File: src/rtl/apu_audio_pkg.sv
// Shared definitions for the APU audio output controller: register
// offsets, CSR bit positions, LFSR constants and small helper functions.
package apu_audio_pkg;

   // Register byte offsets inside the 4 kB slot (only bits [3:2] decode)
   localparam logic [3:0] OFF_CSR  = 4'h0;
   localparam logic [3:0] OFF_RATE = 4'h4;
   localparam logic [3:0] OFF_FIFO = 4'h8;
   localparam logic [3:0] OFF_STAT = 4'hC;

   // CSR bit positions
   localparam int CSR_EN        = 0;
   localparam int CSR_FLUSH     = 1;
   localparam int CSR_IRQ_EN    = 2;
   localparam int CSR_UNDERFLOW = 8;
   localparam int CSR_OVERFLOW  = 9;

   // STAT field positions
   localparam int STAT_LEVEL_LSB  = 0;
   localparam int STAT_THRESH_LSB = 8;

   // 16-bit Fibonacci LFSR, taps 16,14,13,11 expressed for a right shift
   // (feedback from bits 0,2,3,5 enters at bit 15)
   localparam logic [15:0] LFSR_SEED = 16'hACE1;
   localparam logic [15:0] LFSR_TAPS = 16'h002D;

   // Word index of a byte offset
   function automatic logic [1:0] reg_idx(input logic [3:0] off);
      return off[3:2];
   endfunction

   // One LFSR step
   function automatic logic [15:0] lfsr_next(input logic [15:0] s);
      return {^(s & LFSR_TAPS), s[15:1]};
   endfunction

   // Signed sample plus unsigned dither, saturating at the positive rail.
   // The dither is never negative, so the negative rail cannot be crossed.
   function automatic logic [15:0] sat_add(input logic [15:0] s, input logic [15:0] d);
      logic signed [16:0] sum;
      sum = $signed({s[15], s}) + $signed({1'b0, d});
      if (sum > 17'sh07FFF) begin
         return 16'h7FFF;
      end
      return sum[15:0];
   endfunction

endpackage

File: src/rtl/apu_audio_out_fifo.sv
// Flop-based synchronous sample FIFO (32-bit x DEPTH) with flush.
// A push while full is accepted only if a pop happens in the same cycle;
// flush wins over both push and pop.
module apu_sample_fifo #(
   parameter int DEPTH = 8,
   parameter int W     = 32
) (
   input  logic         clk,
   input  logic         rst_n,
   input  logic         i_push,
   input  logic         i_pop,
   input  logic         i_flush,
   input  logic [W-1:0] i_wdata,
   output logic [W-1:0] o_rdata,
   output logic         o_full,
   output logic         o_empty,
   output logic [5:0]   o_level
);

   localparam int AW = (DEPTH > 1) ? $clog2(DEPTH) : 1;

   logic [W-1:0]  r_mem [DEPTH];
   logic [AW-1:0] r_wr_ptr;
   logic [AW-1:0] r_rd_ptr;
   logic [5:0]    r_level;
   logic          w_do_push;
   logic          w_do_pop;

   assign o_full    = (r_level == 6'(DEPTH));
   assign o_empty   = (r_level == 6'd0);
   assign o_level   = r_level;
   assign o_rdata   = r_mem[r_rd_ptr];
   assign w_do_pop  = i_pop && !o_empty && !i_flush;
   assign w_do_push = i_push && !i_flush && (!o_full || w_do_pop);

   // Storage: the head is read before the edge, so a full push+pop may
   // overwrite the slot being popped
   always_ff @(posedge clk or negedge rst_n) begin
      if (!rst_n) begin
         for (int i = 0; i < DEPTH; i++) begin
            r_mem[i] <= '0;
         end
      end else if (w_do_push) begin
         r_mem[r_wr_ptr] <= i_wdata;
      end
   end

   // Pointers wrap naturally because DEPTH is a power of two
   always_ff @(posedge clk or negedge rst_n) begin
      if (!rst_n) begin
         r_wr_ptr <= '0;
         r_rd_ptr <= '0;
         r_level  <= '0;
      end else if (i_flush) begin
         r_wr_ptr <= '0;
         r_rd_ptr <= '0;
         r_level  <= '0;
      end else begin
         if (w_do_push) begin
            r_wr_ptr <= r_wr_ptr + 1'b1;
         end
         if (w_do_pop) begin
            r_rd_ptr <= r_rd_ptr + 1'b1;
         end
         case ({w_do_push, w_do_pop})
            2'b10:   r_level <= r_level + 6'd1;
            2'b01:   r_level <= r_level - 6'd1;
            default: r_level <= r_level;
         endcase
      end
   end

endmodule

File: src/rtl/apu_audio_out.sv
// APU audio output controller: AHB-Lite register slave, stereo sample
// FIFO, sample-rate scheduler and two glitch-free PWM modulators.
// Optional build macro: APU_AUDIO_OUT_DITHER_EN adds LFSR dither ahead of
// the PWM truncation.
module apu_audio_out
   import apu_audio_pkg::*;
#(
   parameter int FIFO_DEPTH = 8,
   parameter int W_PWM      = 8
) (
   input  logic        clk,
   input  logic        rst_n,
   input  logic [15:0] ahbls_haddr,
   input  logic [1:0]  ahbls_htrans,
   input  logic        ahbls_hwrite,
   input  logic [2:0]  ahbls_hsize,
   input  logic        ahbls_hready,
   output logic        ahbls_hready_resp,
   output logic        ahbls_hresp,
   input  logic [31:0] ahbls_hwdata,
   output logic [31:0] ahbls_hrdata,
   output logic        irq,
   output logic        audio_l,
   output logic        audio_r
);

   // Bus data-phase state
   logic             r_dph_valid;
   logic             r_dph_write;
   logic [1:0]       r_dph_idx;

   // Control/status registers
   logic             r_en;
   logic             r_irq_en;
   logic             r_underflow;
   logic             r_overflow;
   logic [7:0]       r_rate;
   logic [5:0]       r_thresh;

   // Playback state
   logic [W_PWM-1:0] r_ctr;
   logic [7:0]       r_period;
   logic [31:0]      r_current;
   logic             r_audio_l;
   logic             r_audio_r;
   logic             r_irq;

   logic             w_wr;
   logic             w_wr_csr;
   logic             w_wr_rate;
   logic             w_wr_fifo;
   logic             w_wr_stat;
   logic             w_flush;
   logic             w_wrap;
   logic             w_sched_pop;
   logic             w_pop_ok;
   logic             w_underflow_set;
   logic             w_overflow_set;
   logic [31:0]      w_fifo_rdata;
   logic             w_full;
   logic             w_empty;
   logic [5:0]       w_level;
   logic [15:0]      w_dither;
   logic [15:0]      w_samp_l;
   logic [15:0]      w_samp_r;
   logic [15:0]      w_off_l;
   logic [15:0]      w_off_r;
   logic [W_PWM-1:0] w_duty_l;
   logic [W_PWM-1:0] w_duty_r;
   logic             w_unused;

   assign ahbls_hready_resp = 1'b1;
   assign ahbls_hresp       = 1'b0;
   assign irq               = r_irq;
   assign audio_l           = r_audio_l;
   assign audio_r           = r_audio_r;

   // Size, upper address bits and the sequential/non-sequential distinction
   // carry no meaning for this slave
   assign w_unused = ^{ahbls_hsize, ahbls_haddr[15:4], ahbls_haddr[1:0], ahbls_htrans[0]};

   // Capture the address phase of every valid transfer
   always_ff @(posedge clk or negedge rst_n) begin
      if (!rst_n) begin
         r_dph_valid <= 1'b0;
         r_dph_write <= 1'b0;
         r_dph_idx   <= '0;
      end else if (ahbls_hready) begin
         r_dph_valid <= ahbls_htrans[1];
         r_dph_write <= ahbls_hwrite;
         r_dph_idx   <= ahbls_haddr[3:2];
      end
   end

   assign w_wr      = r_dph_valid && r_dph_write && ahbls_hready;
   assign w_wr_csr  = w_wr && (r_dph_idx == reg_idx(OFF_CSR));
   assign w_wr_rate = w_wr && (r_dph_idx == reg_idx(OFF_RATE));
   assign w_wr_fifo = w_wr && (r_dph_idx == reg_idx(OFF_FIFO));
   assign w_wr_stat = w_wr && (r_dph_idx == reg_idx(OFF_STAT));
   assign w_flush   = w_wr_csr && ahbls_hwdata[CSR_FLUSH];

   // Scheduler: a pop is due on the PWM wrap that closes the sample period
   assign w_wrap      = r_en && (r_ctr == {W_PWM{1'b1}});
   assign w_sched_pop = w_wrap && (r_period == r_rate);
   // A flush in the same cycle discards the FIFO, so the due pop starves
   assign w_pop_ok        = w_sched_pop && !w_empty && !w_flush;
   assign w_underflow_set = w_sched_pop && !w_pop_ok;
   assign w_overflow_set  = w_wr_fifo && !w_flush && w_full && !w_pop_ok;

   apu_sample_fifo #(
      .DEPTH (FIFO_DEPTH),
      .W     (32)
   ) u_fifo (
      .clk     (clk),
      .rst_n   (rst_n),
      .i_push  (w_wr_fifo),
      .i_pop   (w_pop_ok),
      .i_flush (w_flush),
      .i_wdata (ahbls_hwdata),
      .o_rdata (w_fifo_rdata),
      .o_full  (w_full),
      .o_empty (w_empty),
      .o_level (w_level)
   );

   // Register writes; sticky flags set by events win over a same-cycle clear
   always_ff @(posedge clk or negedge rst_n) begin
      if (!rst_n) begin
         r_en        <= 1'b0;
         r_irq_en    <= 1'b0;
         r_underflow <= 1'b0;
         r_overflow  <= 1'b0;
         r_rate      <= '0;
         r_thresh    <= '0;
      end else begin
         if (w_wr_csr) begin
            r_en     <= ahbls_hwdata[CSR_EN];
            r_irq_en <= ahbls_hwdata[CSR_IRQ_EN];
         end
         if (w_wr_rate) begin
            r_rate <= ahbls_hwdata[7:0];
         end
         if (w_wr_stat) begin
            r_thresh <= ahbls_hwdata[STAT_THRESH_LSB +: 6];
         end
         r_underflow <= w_underflow_set |
                        (r_underflow & ~(w_wr_csr & ahbls_hwdata[CSR_UNDERFLOW]));
         r_overflow  <= w_overflow_set |
                        (r_overflow & ~(w_wr_csr & ahbls_hwdata[CSR_OVERFLOW]));
      end
   end

   // PWM counter and sample-period counter, both parked at 0 while disabled
   always_ff @(posedge clk or negedge rst_n) begin
      if (!rst_n) begin
         r_ctr    <= '0;
         r_period <= '0;
      end else if (!r_en) begin
         r_ctr    <= '0;
         r_period <= '0;
      end else begin
         r_ctr <= r_ctr + 1'b1;
         if (w_wrap) begin
            // Equality compare: a RATE lowered below the running count lets
            // the counter run through 255 and wrap before matching
            r_period <= w_sched_pop ? 8'd0 : r_period + 8'd1;
         end
      end
   end

   // Current sample changes only on a wrap, so the duty derived from it
   // never moves mid-period; it returns to midscale when disabled
   always_ff @(posedge clk or negedge rst_n) begin
      if (!rst_n) begin
         r_current <= '0;
      end else if (!r_en) begin
         r_current <= '0;
      end else if (w_pop_ok) begin
         r_current <= w_fifo_rdata;
      end
   end

`ifdef APU_AUDIO_OUT_DITHER_EN
   localparam int          DITHER_BITS = 16 - W_PWM;
   localparam logic [15:0] DITHER_MASK = 16'((32'd1 << DITHER_BITS) - 32'd1);
   logic [15:0] r_lfsr;

   // Dither source advances once per PWM period so duty stays wrap-aligned
   always_ff @(posedge clk or negedge rst_n) begin
      if (!rst_n) begin
         r_lfsr <= LFSR_SEED;
      end else if (w_wrap) begin
         r_lfsr <= lfsr_next(r_lfsr);
      end
   end

   assign w_dither = r_lfsr & DITHER_MASK;
`else
   assign w_dither = '0;
`endif

   // Signed sample -> unsigned offset, keep the top W_PWM bits
   assign w_samp_l = sat_add(r_current[15:0], w_dither);
   assign w_samp_r = sat_add(r_current[31:16], w_dither);
   assign w_off_l  = w_samp_l ^ 16'h8000;
   assign w_off_r  = w_samp_r ^ 16'h8000;
   assign w_duty_l = w_off_l[15 -: W_PWM];
   assign w_duty_r = w_off_r[15 -: W_PWM];

   // Registered PWM outputs and level interrupt
   always_ff @(posedge clk or negedge rst_n) begin
      if (!rst_n) begin
         r_audio_l <= 1'b0;
         r_audio_r <= 1'b0;
         r_irq     <= 1'b0;
      end else begin
         r_audio_l <= r_en && (r_ctr < w_duty_l);
         r_audio_r <= r_en && (r_ctr < w_duty_r);
         r_irq     <= r_irq_en && (w_level <= r_thresh);
      end
   end

   // Read data from state during a read data phase, 0 otherwise
   always_comb begin
      ahbls_hrdata = '0;
      if (r_dph_valid && !r_dph_write) begin
         case (r_dph_idx)
            reg_idx(OFF_CSR): begin
               ahbls_hrdata[CSR_EN]        = r_en;
               ahbls_hrdata[CSR_IRQ_EN]    = r_irq_en;
               ahbls_hrdata[CSR_UNDERFLOW] = r_underflow;
               ahbls_hrdata[CSR_OVERFLOW]  = r_overflow;
            end
            reg_idx(OFF_RATE): begin
               ahbls_hrdata[7:0] = r_rate;
            end
            reg_idx(OFF_STAT): begin
               ahbls_hrdata[STAT_LEVEL_LSB +: 6]  = w_level;
               ahbls_hrdata[STAT_THRESH_LSB +: 6] = r_thresh;
            end
            default: ahbls_hrdata = '0;
         endcase
      end
   end

endmodule

File: config.mk
export PLATFORM = sky130hd
export DESIGN_NAME = apu_audio_out
export DESIGN_NICKNAME = d
export VERILOG_FILES = /design/src/rtl/apu_audio_pkg.sv /design/src/rtl/apu_audio_out_fifo.sv /design/src/rtl/apu_audio_out.sv
export SDC_FILE = /design/constraint.sdc
export NUM_CORES = 1
export LEC_CHECK = 0
export ABC_AREA = 0
export CELL_PAD_IN_SITES_DETAIL_PLACEMENT = 0
export CELL_PAD_IN_SITES_GLOBAL_PLACEMENT = 1
export CORE_ASPECT_RATIO = 1.25
export CORE_MARGIN = 10
export CORE_UTILIZATION = 47
export CTS_CLUSTER_DIAMETER = 60
export CTS_CLUSTER_SIZE = 8
export DETAILED_ROUTE_END_ITERATION = 16
export PLACE_DENSITY = 0.8
export SKIP_CTS_REPAIR_TIMING = 1
export SYNTH_ARGS = -nofsm -noshare
export SYNTH_HDL_FRONTEND = slang
export SYNTH_HIERARCHICAL = 1
export SYNTH_SLANG_ARGS = --single-unit
File: constraint.sdc
create_clock -name clk -period 3.6 [get_ports clk]
set_input_delay 0.54 -clock clk [delete_from_list [all_inputs] [get_ports clk]]
set_output_delay 0.54 -clock clk [all_outputs]
set_load 0.02 [all_outputs]
==> run summary, run 1 <==
Chip Width: 153.3 um
Worst path max stage delay: 0.46 ns
First-pass GRT wire length: 35900 um
Most Used Layer, Global Route: met2
GR met1 Demand/Resource: 19.08%
Power Density: 534.1 nW/um^2
Syn Area/Cell: 12.61 um^2
Top delay family on crit path: compound AO/OA/AOI/OAI gates
Dpl cells: 1128
Reg2reg start: r_dph_idx[0]$_DFFE_PN0P_
Minimum clock period: 3.392 ns
Worst Tran Pin Value: 0.9518 ns
FILL cells: 1809
Type of the worst min-delay path: in2async
# rows: 60
CTS Buf Count: 17
P_leak: 5.481 nW
Total gr overflow: 0
Initial Util: 48.09%
Worst Path Arrival: 3.77 ns
Final RePlAce weighted congestion: 0.8414
Layout cell share with drive strength beyond 1: 27.01%
Buf/Inv on CP: 3
CP Max Fanout: 4
Clock sink count: 197
Largest net degree at the start of global routing: 104
HPWL after DPL: 15040 um
Final design utilization: 54.31%
Clock latency at the later pin of the worst-skew pair: 0.45 ns
Clock slew at reported path FFs: 0.08 ns
Num ports: 94
Worst Setup SP: r_dph_idx[0]$_DFFE_PN0P_
Core region area: 21700 um^2
Tcrit/Tclk final: 94.22%
Total number of vias: 6365
Number of synthesis warnings: 6
Slew Limit Fails: 0
Crit-path slowest cell: a2111o_1
1st-pass router iterations: 4
WL/cell: 18.89 um
Flop-to-flop setup slack: 0.21 ns
Longest Clk Path Bufs: 2
DRC viols: 0
Setup-failing EPs final: 0
Worst R2R End: u_fifo/o_level[5]$_DFFE_PN0P_
R2R cell count: 14
CP Depth: 14
Total negative slack: 0 ns
Initial DRC count: 373
Post-Synthesis Cell Area: 10430 um^2
RSZ-0062 raised after global routing: no
Peak supply drop: 0.3350 mV
Area of the die: 28590 um^2
# port buffers: 47
Gr usage total: 15.44%
Max_cap viols: 0
WP data required: 3.98 ns
Crit path kind: reg2reg
Final hold violations: 0
Wirelength, routed: 21930 um
Final Skew: 0.01282 ns
CTS tree: yes
Met3 usage: 2.459%
Area Overhead vs Synth: 12.94%
Max Freq: 294.8 MHz
H-tree depth: 4
Initial antenna violation count: 1
Final ANT Viol Nets: 0
CP endpoint kind: flop
Cells after synthesis: 827
Fin cells: 1161
Vias in the first global route: 6744
CP dominant cell by count: inv_1
Total power: 6.293 mW
Setup crit end: u_fifo/o_level[5]$_DFFE_PN0P_
NumNets Final: 959
Crit start category: flop
Met2 global-route usage: 26.86%
Die Ht: 186.6 um
Clock Root Buffer: clkbuf_16
CP cell instances: inv_1, ha_1, and4_4, a21o_4, nor4b_4, inv_1, a2111o_1, inv_1, ha_1, a211oi_2, o21bai_1, a2111o_1, o211ai_1, a41o_1
Worst slew margin: 36.55%
Number of vias per cell: 5.482
Status: finished clean
sequential cells by signal (all words and copies together) (netlist names), 2 cells and up:
register,cells
r_thresh,6
r_current,16
u_fifo/r_wr_ptr,3
r_period,8
r_ctr,8
r_dph_idx,2
u_fifo/r_rd_ptr,3
r_rate,8
u_fifo/o_level,6
u_fifo/r_mem,128
cell usage in the layout (no fill, tap or decap), types with 3 or more instances in the layout:
cell type	n
nand2_1	55
mux4_2	32
nand2b_1	5
and2_1	3
nand3_1	19
conb_1	20
a211oi_1	3
inv_1	34
a21o_1	7
mux2_1	60
o21ai_0	9
a21oi_1	10
nor2_2	3
mux2_2	101
xnor2_1	13
a211o_1	3
mux2i_1	17
a22oi_1	6
nor4_4	3
buf_12	4
clkdlybuf4s50_1	46
nor2_1	30
nand4_1	3
inv_12	4
clkinv_8	7
dfrtp_1	195
ha_1	33
clkbuf_16	17
nor3_1	9
o211ai_1	14
nor2b_1	4
xor2_1	8
and3_1	7
buf_4	43
layout make-up:
| type | instances | area [um^2] | area share (%) |
|---|---|---|---|
| Timing Repair Buffer | 94 | 877.1 | 7.444 |
| Antenna cell | 1 | 2.502 | 0.02124 |
| Sequential cell | 197 | 4932 | 41.86 |
| Clock buffer | 17 | 425.4 | 3.610 |
| Tap cell | 279 | 349.1 | 2.963 |
| Multi-Input combinational cell | 523 | 4837 | 41.05 |
| Clock inverter | 15 | 227.7 | 1.933 |
| Inverter | 35 | 131.4 | 1.115 |
routing by layer:
layer / routed length, um / vias to the layer above / share of wire (%)
li1: - / 2995 / -
met1: 9594 / 3268 / 44
met2: 11390 / 83 / 52
met3: 644 / 19 / 2.9
met4: 297 / 0 / 1.4
met5: 0 / - / 0
through the flow:
stage / hold WS, ns / cell area (um^2) / setup WS, ns
finish: 0.2022 / 11780 / 0.2081
detailed placement: 0.4723 / 11120 / -0.1460
CTS: 0.2384 / 11770 / 0.1506
global placement: 0.4621 / 11120 / -0.07921
floorplan: 0.2444 / 10510 / 0.001452
global route: 0.2668 / 11780 / 0.007912
worst reg2reg max path, stage by stage, from the launching register on:
cell and delay (ns):
dfrtp_1 0.38, inv_1 0.10, ha_1 0.23, and4_4 0.16, a21o_4 0.22, nor4b_4 0.30
inv_1 0.09, a2111o_1 0.46, inv_1 0.12, ha_1 0.25, a211oi_2 0.26, o21bai_1 0.14
a2111o_1 0.42, o211ai_1 0.09, a41o_1 0.11
worst min-delay path by stage:
stage | from | to | slack (ns) | cells after the start
3_3_place_gp | u_fifo/r_mem[124]$_DFFE_PN0P_ | u_fifo/r_mem[124]$_DFFE_PN0P_ | 0.46 | 1
3_5_place_dp | u_fifo/r_mem[235]$_DFFE_PN0P_ | u_fifo/r_mem[235]$_DFFE_PN0P_ | 0.47 | 1
4_1_cts | rst_n | u_fifo/o_level[3]$_DFFE_PN0P_ | 0.24 | 1
6_report | rst_n | u_fifo/o_level[3]$_DFFE_PN0P_ | 0.20 | 1
2_1_floorplan | rst_n | audio_l$_DFF_PN0_ | 0.24 | 0
5_1_grt | rst_n | u_fifo/o_level[3]$_DFFE_PN0P_ | 0.27 | 1
where the power goes:
part / internal [mW] / leakage [nW] / switching [mW]
Sequential: 2.56 / 2.66 / 0.248
Clock: 0.984 / 0.312 / 1.04
Combinational: 0.740 / 2.51 / 0.727
Total: 4.28 / 5.48 / 2.01
Note: power is estimated with default switching activity, not from simulation.
==> run 2: changes to the inputs <==
- CORE_ASPECT_RATIO: 1.25 -> 0.75
- CORE_UTILIZATION: 47 -> 50
- DONT_BUFFER_PORTS: unset -> 1
- PLACE_DENSITY: 0.8 -> 0.79
==> run 2 against run 1 <==
  * The flow now finishes with violations (negative hold slack)
  * Sequential cell count is the same
  * Total power shrank 3.2%
  * Sequential power is essentially flat
  * Wire length grew 2.4%
==> run summary, run 2 (synthesis gave the netlist of run 1 again) <==
Status: complete, but fails checks
Violated checks: negative hold slack
Clock power frac: 31.9%
Placed Area: 10520 um^2
Worst Tran Pin Value: 0.9635 ns
First-pass GRT wire length: 36720 um
Power share of the combinational group: 21.7%
Crit-path slowest cell: a2111o_1
P_leak: 5.214 nW
Slew Limit Fails: 0
Wirelength, routed: 22450 um
Clock slew at reported path FFs: 0.08 ns
Max Freq: 291.2 MHz
CP Depth: 14
Clock sink count: 197
Setup-failing EPs final: 0
1st-pass router iterations: 7
Minimum clock period: 3.434 ns
Power Density: 547.2 nW/um^2
Core region area: 20380 um^2
Layout cell share with drive strength beyond 1: 27.25%
Total gr overflow: 0
WP data required: 3.98 ns
Initial DRC count: 459
Final Worst Setup Slack: 0.1663 ns
Area of the die: 27100 um^2
Num ports: 94
Most common cell after layout, fill and taps aside: dfrtp_1
Biggest regs: u_fifo/r_mem: 128 flops, r_current: 16 flops
CP endpoint kind: flop
Die Ht: 145.1 um
Final instance area: 11140 um^2
DRC viols: 0
CP Max Fanout: 4
CP cell instances: inv_1, ha_1, and4_4, a21o_4, nor4b_4, inv_1, a2111o_1, inv_2, ha_1, a211oi_2, o21bai_1, a2111o_1, o211ai_1, a41o_1
Diodes inserted: 0
Number of vias per cell: 5.716
Final RePlAce weighted congestion: 0.8076
NumNets Final: 901
Chip Width: 186.8 um
Peak supply drop: 0.3356 mV
Largest net degree at the start of global routing: 198
Type of the worst min-delay path: in2async
Reg2reg start: r_dph_idx[1]$_DFFE_PN0P_
Max FFs per register: 128
Final ANT Viol Nets: 0
Sw Share: 28.76%
Final Skew: 0.01547 ns
Sequential Power Share: 46.4%
Worst slew margin: 35.76%
Total power: 6.094 mW
Initial antenna violation count: 0
# port buffers: 0
Tcrit/Tclk final: 95.38%
FILL cells: 1680
WL/cell: 20.34 um
Longest Clk Path Bufs: 2
Worst Path Arrival: 3.81 ns
Pre-CTS setup slack: 0.02298 ns
CTS tree: yes
Leading cell types in the layout, fill and taps excluded: dfrtp_1, mux2_2, mux2_1
Flop-to-flop setup slack: 0.17 ns
Final hold violations: 197
Clock Root Buffer: clkbuf_16
# rows: 45
R2R cell count: 14
Vias in the first global route: 6699
Int Power: 4.342 mW
Buf/Inv on CP: 3
Top delay family on crit path: compound AO/OA/AOI/OAI gates
Crit path kind: reg2reg
Multi-input gate area: 4841 um^2
CTS Buf Count: 17
Total number of vias: 6311
Clock latency at the later pin of the worst-skew pair: 0.44 ns
Max_cap viols: 0
NetSw: 1.753 mW
Crit start category: flop
Worst R2R End: u_fifo/o_level[5]$_DFFE_PN0P_
Worst path max stage delay: 0.42 ns
Initial Util: 51.18%
RSZ-0062 raised after global routing: no
Area Overhead vs Synth: 6.752%
FF+latch area: 4931 um^2
H-tree depth: 4
Hold_ws: -0.2116 ns
Reg with most FFs: u_fifo/r_mem
Gr usage total: 16.68%
HPWL after DPL: 15590 um
==> run 2: cell type report <==
class                   instances  area share [%]
inverters                      35           1.180
well taps                     282           3.168
repair buffers                 36           2.539
multi-input cells             523           43.47
clock inverters                11           1.359
flip-flops and latches        197           44.28
clock buffers                  20           4.011
==> run 2: stage by stage <==
stage | setup TNS [ns] | util (%) | cells
floorplan | 0 | - | 845
global placement | 0 | 51.61 | 1072
detailed placement | 0 | 51.61 | 1072
CTS | -0.01582 | 54.54 | 1103
global route | 0 | 54.64 | 1104
finish | 0 | 54.64 | 1104
==> run 2: layer usage <==
layer	vias up	part of all wire [%]	track usage, %
met5	-	0	0
met4	0	0.68	3.620
met3	11	3.8	3.802
met2	99	50	28.08
met1	3337	46	21.52
li1	2864	-	-
==> run 2: power groups by stage <==
stage	logic (mW)	clock network, mW	registers [mW]
final	1.32	1.95	2.83
after global routing	1.45	2.08	2.87
after CTS	1.31	1.99	2.83
after detailed placement	1.30	0	2.87
after global placement	1.23	0	2.83
after floorplan	0.998	0	2.80
==> run 2: how the worst max path moves through the flow <==
stage,slack (ns),from,to
3_5_place_dp,0.02,r_dph_idx[0]$_DFFE_PN0P_,u_fifo/o_level[5]$_DFFE_PN0P_
3_3_place_gp,0.12,r_dph_idx[0]$_DFFE_PN0P_,u_fifo/o_level[5]$_DFFE_PN0P_
4_1_cts,-0.02,r_dph_idx[0]$_DFFE_PN0P_,u_fifo/o_level[5]$_DFFE_PN0P_
6_report,0.17,r_dph_idx[1]$_DFFE_PN0P_,u_fifo/o_level[5]$_DFFE_PN0P_
2_1_floorplan,0.001,r_period[2]$_DFFE_PN0P_,u_fifo/o_level[5]$_DFFE_PN0P_
5_1_grt,0.03,r_dph_idx[1]$_DFFE_PN0P_,u_fifo/o_level[5]$_DFFE_PN0P_
==> run 2: worst register-to-register path, cell delays in order, from the launching register on <==
cell      delay [ns]
dfrtp_1         0.40
inv_1           0.09
ha_1            0.20
and4_4          0.16
a21o_4          0.24
nor4b_4         0.37
inv_1           0.11
a2111o_1        0.42
inv_2           0.11
ha_1            0.25
a211oi_2        0.26
o21bai_1        0.14
a2111o_1        0.42
o211ai_1        0.09
a41o_1          0.12
